===== src/rtl/batch_alloc_ctrl_pkg.sv =====
// Shared widths and types for the allocation ring and its rename/commit neighbours.
// The defaults match the standard configuration; parameterized instances derive their own widths.
package batch_alloc_ctrl_pkg;

   localparam int DEF_WIDTH = 8;
   localparam int DEF_DEPTH = 32;

   localparam int ID_W  = $clog2(DEF_DEPTH);
   localparam int PTR_W = ID_W + 1;
   localparam int CNT_W = $clog2(DEF_WIDTH) + 1;

   typedef logic [ID_W-1:0]  id_t;
   typedef logic [PTR_W-1:0] ptr_t;
   typedef logic [CNT_W-1:0] cnt_t;

endpackage


===== src/rtl/expand_one.sv =====
// Count-to-thermometer expansion: bit i of mask is set when i < num.
module expand_one #(
   parameter  int WIDTH = 8,
   localparam int CNTW  = $clog2(WIDTH) + 1
) (
   input  logic [CNTW-1:0]  num,
   output logic [WIDTH-1:0] mask
);

   // NOTE: assigning a default before the loop keeps this block purely combinational (no latch).
   always_comb begin
      mask = '0;
      for (int i = 0; i < WIDTH; i++) begin
         mask[i] = (CNTW'(i) < num);
      end
   end

endmodule


===== src/rtl/batch_alloc_ctrl.sv =====
// Ring-buffer allocation controller: grants up to WIDTH consecutive entries per cycle at the tail
// and frees up to WIDTH entries per cycle in order from the head.
module batch_alloc_ctrl
   import batch_alloc_ctrl_pkg::*;
#(
   parameter  int WIDTH = DEF_WIDTH,
   parameter  int DEPTH = DEF_DEPTH,
   localparam int IDW   = $clog2(DEPTH),
   localparam int PTRW  = IDW + 1,
   localparam int CNTW  = $clog2(WIDTH) + 1
) (
   input  logic                      clk,
   input  logic                      rst,
   input  logic                      flush,
   input  logic                      alloc_valid,
   input  logic [CNTW-1:0]           alloc_num,
   output logic                      alloc_ready,
   output logic [WIDTH-1:0]          alloc_mask,
   output logic [WIDTH-1:0][IDW-1:0] alloc_id,
   input  logic                      release_valid,
   input  logic [CNTW-1:0]           release_num,
   output logic [IDW-1:0]            head_id,
   output logic [PTRW-1:0]           free_count,
   output logic                      empty,
   output logic                      full
);

   localparam logic [PTRW-1:0] DEPTH_CNT = PTRW'(DEPTH);
   localparam logic [CNTW-1:0] WIDTH_CNT = CNTW'(WIDTH);

   logic [PTRW-1:0] head_ptr;
   logic [PTRW-1:0] tail_ptr;
   logic [PTRW-1:0] used;
   logic [PTRW-1:0] alloc_amt;
   logic [PTRW-1:0] rel_req;
   logic [PTRW-1:0] eff_rel;
   logic [PTRW-1:0] head_next;
   logic [CNTW-1:0] mask_num;
   logic            fire;

   // Readiness uses the registered free count only; entries released this cycle are not reusable yet.
   assign used        = DEPTH_CNT - free_count;
   assign alloc_ready = !flush && (alloc_num <= WIDTH_CNT) && (PTRW'(alloc_num) <= free_count);
   assign fire        = alloc_valid && alloc_ready && !rst;
   assign alloc_amt   = fire ? PTRW'(alloc_num) : '0;
   assign mask_num    = fire ? alloc_num : '0;

   assign rel_req   = release_valid ? PTRW'(release_num) : '0;
   assign eff_rel   = (rel_req > used) ? used : rel_req;
   assign head_next = head_ptr + eff_rel;

   expand_one #(.WIDTH(WIDTH)) u_expand (
      .num  (mask_num),
      .mask (alloc_mask)
   );

   always_comb begin
      alloc_id = '0;
      for (int i = 0; i < WIDTH; i++) begin
         alloc_id[i] = tail_ptr[IDW-1:0] + IDW'(i);
      end
   end

   assign head_id = head_ptr[IDW-1:0];
   assign empty   = (head_ptr == tail_ptr);
   assign full    = (head_ptr[IDW-1:0] == tail_ptr[IDW-1:0]) && (head_ptr[IDW] != tail_ptr[IDW]);

   // NOTE: state registers use non-blocking assignments so every flop samples pre-edge values.
   always_ff @(posedge clk or posedge rst) begin
      if (rst) begin
         head_ptr   <= '0;
         tail_ptr   <= '0;
         free_count <= DEPTH_CNT;
      end else if (flush) begin
         // Releases in the flush cycle still retire, then the tail collapses onto the new head.
         head_ptr   <= head_next;
         tail_ptr   <= head_next;
         free_count <= DEPTH_CNT;
      end else begin
         head_ptr   <= head_next;
         tail_ptr   <= tail_ptr + alloc_amt;
         free_count <= free_count + eff_rel - alloc_amt;
      end
   end

endmodule


===== config.mk =====
export PLATFORM = sky130hd
export DESIGN_NAME = batch_alloc_ctrl
export DESIGN_NICKNAME = d
export VERILOG_FILES = /design/src/rtl/batch_alloc_ctrl_pkg.sv /design/src/rtl/expand_one.sv /design/src/rtl/batch_alloc_ctrl.sv
export SDC_FILE = /design/constraint.sdc
export NUM_CORES = 1
export LEC_CHECK = 0
export BUFFER_PORTS_ARGS = -buffer_cell sky130_fd_sc_hd__buf_2
export CAP_MARGIN = 30
export CORE_ASPECT_RATIO = 0.5
export CORE_UTILIZATION = 50
export DETAILED_ROUTE_END_ITERATION = 6
export GPL_TIMING_DRIVEN = 0
export PLACE_DENSITY = 0.82
export SYNTH_ARGS = -nofsm -noshare
export SYNTH_HDL_FRONTEND = slang
export SYNTH_SLANG_ARGS = --single-unit

===== constraint.sdc =====
create_clock -name clk -period 5.2 [get_ports clk]
set_input_delay 0.52 -clock clk [delete_from_list [all_inputs] [get_ports clk]]
set_output_delay 0.52 -clock clk [all_outputs]
set_load 0.01 [all_outputs]

==> impl_metrics.json <==
{
  "buffer_ports.inserted": 73,
  "cp_slowest_stage_delay_ns": 0.55,
  "grt_max_degree": 19,
  "post_route_cells_drive_above_1_share_pct": 33.3,
  "overflow": 0,
  "timing.setup.critical_path_class": "reg2reg",
  "fp.dieArea_um2": 5070,
  "netlist_area_um2": 2390,
  "slew_headroom_pct": 50.6,
  "worstSkewPairLatency_ns": 0.26,
  "crit_top_cell": "inv_1",
  "timing.fmax_mhz": 243,
  "yosys_register_bits": 18,
  "average_cell_area_after_synthesis_um2": 9.11,
  "vias_in_the_first_global_route": 2030,
  "max-clock-path-buffers": 2,
  "worstPathBufferInverterCount": 3,
  "cts_tree": "done",
  "finish.cell_count_without_fillers": 405,
  "timing_max_transition_violations_final": 0,
  "syn_inst": 262,
  "fin_util_pct": 64.4,
  "crit_fanout": 6,
  "boundaryPins": 75,
  "clock_tree.root_cell": "clkbuf_8",
  "crit_slowest_cell": "fa_1",
  "grt_pass1_wl_um": 9070,
  "worstSetupStartpoint": "free_count[0]",
  "cts-buffers-inserted": 3,
  "syn_nets": 314,
  "routed-via-count": 2087,
  "synth_enable_flop_cells": 0,
  "seq_area_frac_synth_pct": 18.9,
  "r2r-start": "free_count[0]",
  "detail-route-antenna-nets": 0,
  "holdBufCountCts": 0,
  "clk_pin_slew_worst_paths_ns": 0.08,
  "leakage_nw": 1.55,
  "final_net_count": 392,
  "dp_hpwl_um": 4450,
  "die_h_um": 50.9,
  "hold_class": "in2async",
  "endpoint_kind": "flop",
  "antenna_found_initial": 0,
  "hold_viol": 0,
  "finalWirelength_um": 5470,
  "async_flop_share_pct": 100,
  "top_library_cells_by_usage_in_the_layout_fill_and_taps_aside": "buf_2 (74), ha_1 (33), inv_1 (29)",
  "ctsHtreeMaxLevel": 1,
  "worstRegToRegCells": 17,
  "antenna-diode-count": 0,
  "drt_pass1_iterations": 4,
  "row_count": 17,
  "r2r_setup_slack_ns": 1.08,
  "drt_first_iter_violations": 61,
  "min_period_ns": 4.12,
  "synth.yosys.warnings": 0,
  "synthFlopType": "dfrtp_1",
  "largest_vdd_supply_drop_uv": 369,
  "finalPower_mw": 2.10,
  "initial_core_util_pct": 53.2,
  "via_per_inst": 5.15,
  "setup_repair_after_global_routing_missed_its_margin": "false",
  "critical-path-top-delay-family": "adder cells",
  "layout_worst_path_cycle_share_pct": 79.2,
  "crit_required_ns": 5.33,
  "chipWidth_um": 99.7,
  "finalClockSkew_ns": 0.00365,
  "max_cap_violations": 0,
  "gp_congestion": 0.864,
  "fin_setup_tns_ns": 0,
  "floorplan.core_area_um2": 4490,
  "groute.usage.overall_pct": 22.6,
  "worst_pin_slew_ns": 0.740,
  "p_per_area_nw_per_um2": 727,
  "post_cts.resized_instances": 0,
  "layout-area-overhead-vs-synth_pct": 21.1,
  "fill_count": 373,
  "cp-start-kind": "flop",
  "yosysUniqueCellTypes": 51,
  "cts_sinks": 18,
  "dp_cells": 401,
  "critical_path_cell_by_cell": "inv_1 > ha_1 > xor2_1 > ha_1 > nand3_1 > nor2_1 > a211o_1 > o2111ai_4 > mux2_4 > fa_1 > inv_1 > fa_1 > inv_1 > a21o_1 > a21oi_1 > xor2_1 > nor2_1",
  "arrival_ns": 4.25,
  "setup_violations": 0,
  "post-cts-setup-buffer-count": 0,
  "wl_per_cell_um": 13.5,
  "outcome": "completed",
  "layout_commonest_cell": "buf_2",
  "drc_errors": 0,
  "critical_path.reg2reg.endpoint": "free_count[4]"
}
worst max-delay path by stage:
stage                          to  slack, ns  cells after the start
floorplan           free_count[4]       1.45                     17
global placement    free_count[4]       1.28                     17
detailed placement  free_count[4]       1.16                     17
CTS                 free_count[4]       1.12                     17
global route        free_count[4]       0.87                     17
finish              free_count[4]       1.08                     17
registers in the layout, indices dropped and copies added (netlist names):
signal,flops
head_ptr,6
tail_ptr,6
free_count,6
synthesized netlist by cell type (all sizes together), types with 5 or more instances:
| cell | n | area share, % |
|---|---|---|
| nand2 | 12 | 1.9 |
| inv | 30 | 4.7 |
| dfrtp | 17 | 18 |
| nor2 | 10 | 1.6 |
| xor2 | 14 | 5.5 |
| ha | 33 | 17 |
| a21o | 8 | 2.5 |
| buf | 23 | 7.1 |
| mux2 | 6 | 3.1 |
| a21oi | 12 | 2.5 |
| fa | 6 | 5.0 |
| xnor2 | 22 | 8.1 |
| o21ai | 6 | 1.4 |
| nand3 | 5 | 1.3 |
| clkbuf | 8 | 1.3 |
metal layers:
layer	global-route usage (%)	wire (um)	vias up	share of wire (%)
met5	0	0	-	0
met3	3.97	264	2	4.8
li1	-	-	1030	-
met4	1.47	4	0	0.073
met1	27.6	2490	995	45
met2	43.9	2710	60	50
worst reg2reg max path: cells and delay by family (launching register included):
kind	cells	cell delay [ns]
xor gates and xnor gates	2	0.31
buffers and inverters	3	0.28
DFF	1	0.50
adders and majority gates	4	1.58
muxes	1	0.37
AOI/OAI and AO/OA	4	0.68
and+or+nand+nor	3	0.29
where the power goes:
| part | switching [mW] | internal, mW | leakage, nW |
|---|---|---|---|
| clock network | 0.0538 | 0.0675 | 0.0288 |
| logic | 0.852 | 0.793 | 1.30 |
| registers | 0.120 | 0.217 | 0.217 |
| total | 1.03 | 1.08 | 1.55 |
kinds of logic (layout without fill, tap and decap cells):
| logic type | after synthesis | count (layout) | share of synthesized area, % |
|---|---|---|---|
| XOR/XNOR | 36 | 36 | 13.5 |
| adder cells (fa/ha/maj) | 39 | 39 | 22.3 |
| AO/OA/AOI/OAI | 42 | 42 | 13.3 |
| other | 1 | 1 | 0.157 |
| buffers and inverters | 61 | 138 | 13.1 |
| AND/OR/NAND/NOR | 55 | 55 | 13.9 |
| multiplexers | 10 | 10 | 4.82 |
| flip-flops | 18 | 18 | 18.9 |
metrics by stage:
step	worst slack [ns]	hold slack, ns	area [um2]
global placement	1.28	0.499	2840
finish	1.08	0.396	2890
global route	0.869	0.469	2890
floorplan	1.45	0.458	2390
CTS	1.12	0.421	2890
detailed placement	1.16	0.516	2840
final cells by class:
class | count | area (um2) | area share [%]
sequential | 18 | 452 | 15.6
timing repair buffer | 73 | 365 | 12.6
tap | 66 | 82.6 | 2.86
clock buffer | 4 | 55.1 | 1.90
buffer | 31 | 200 | 6.93
multi-input combinational | 183 | 1620 | 56.1
inverter | 30 | 113 | 3.90
Power figures use the tool's default switching activity.
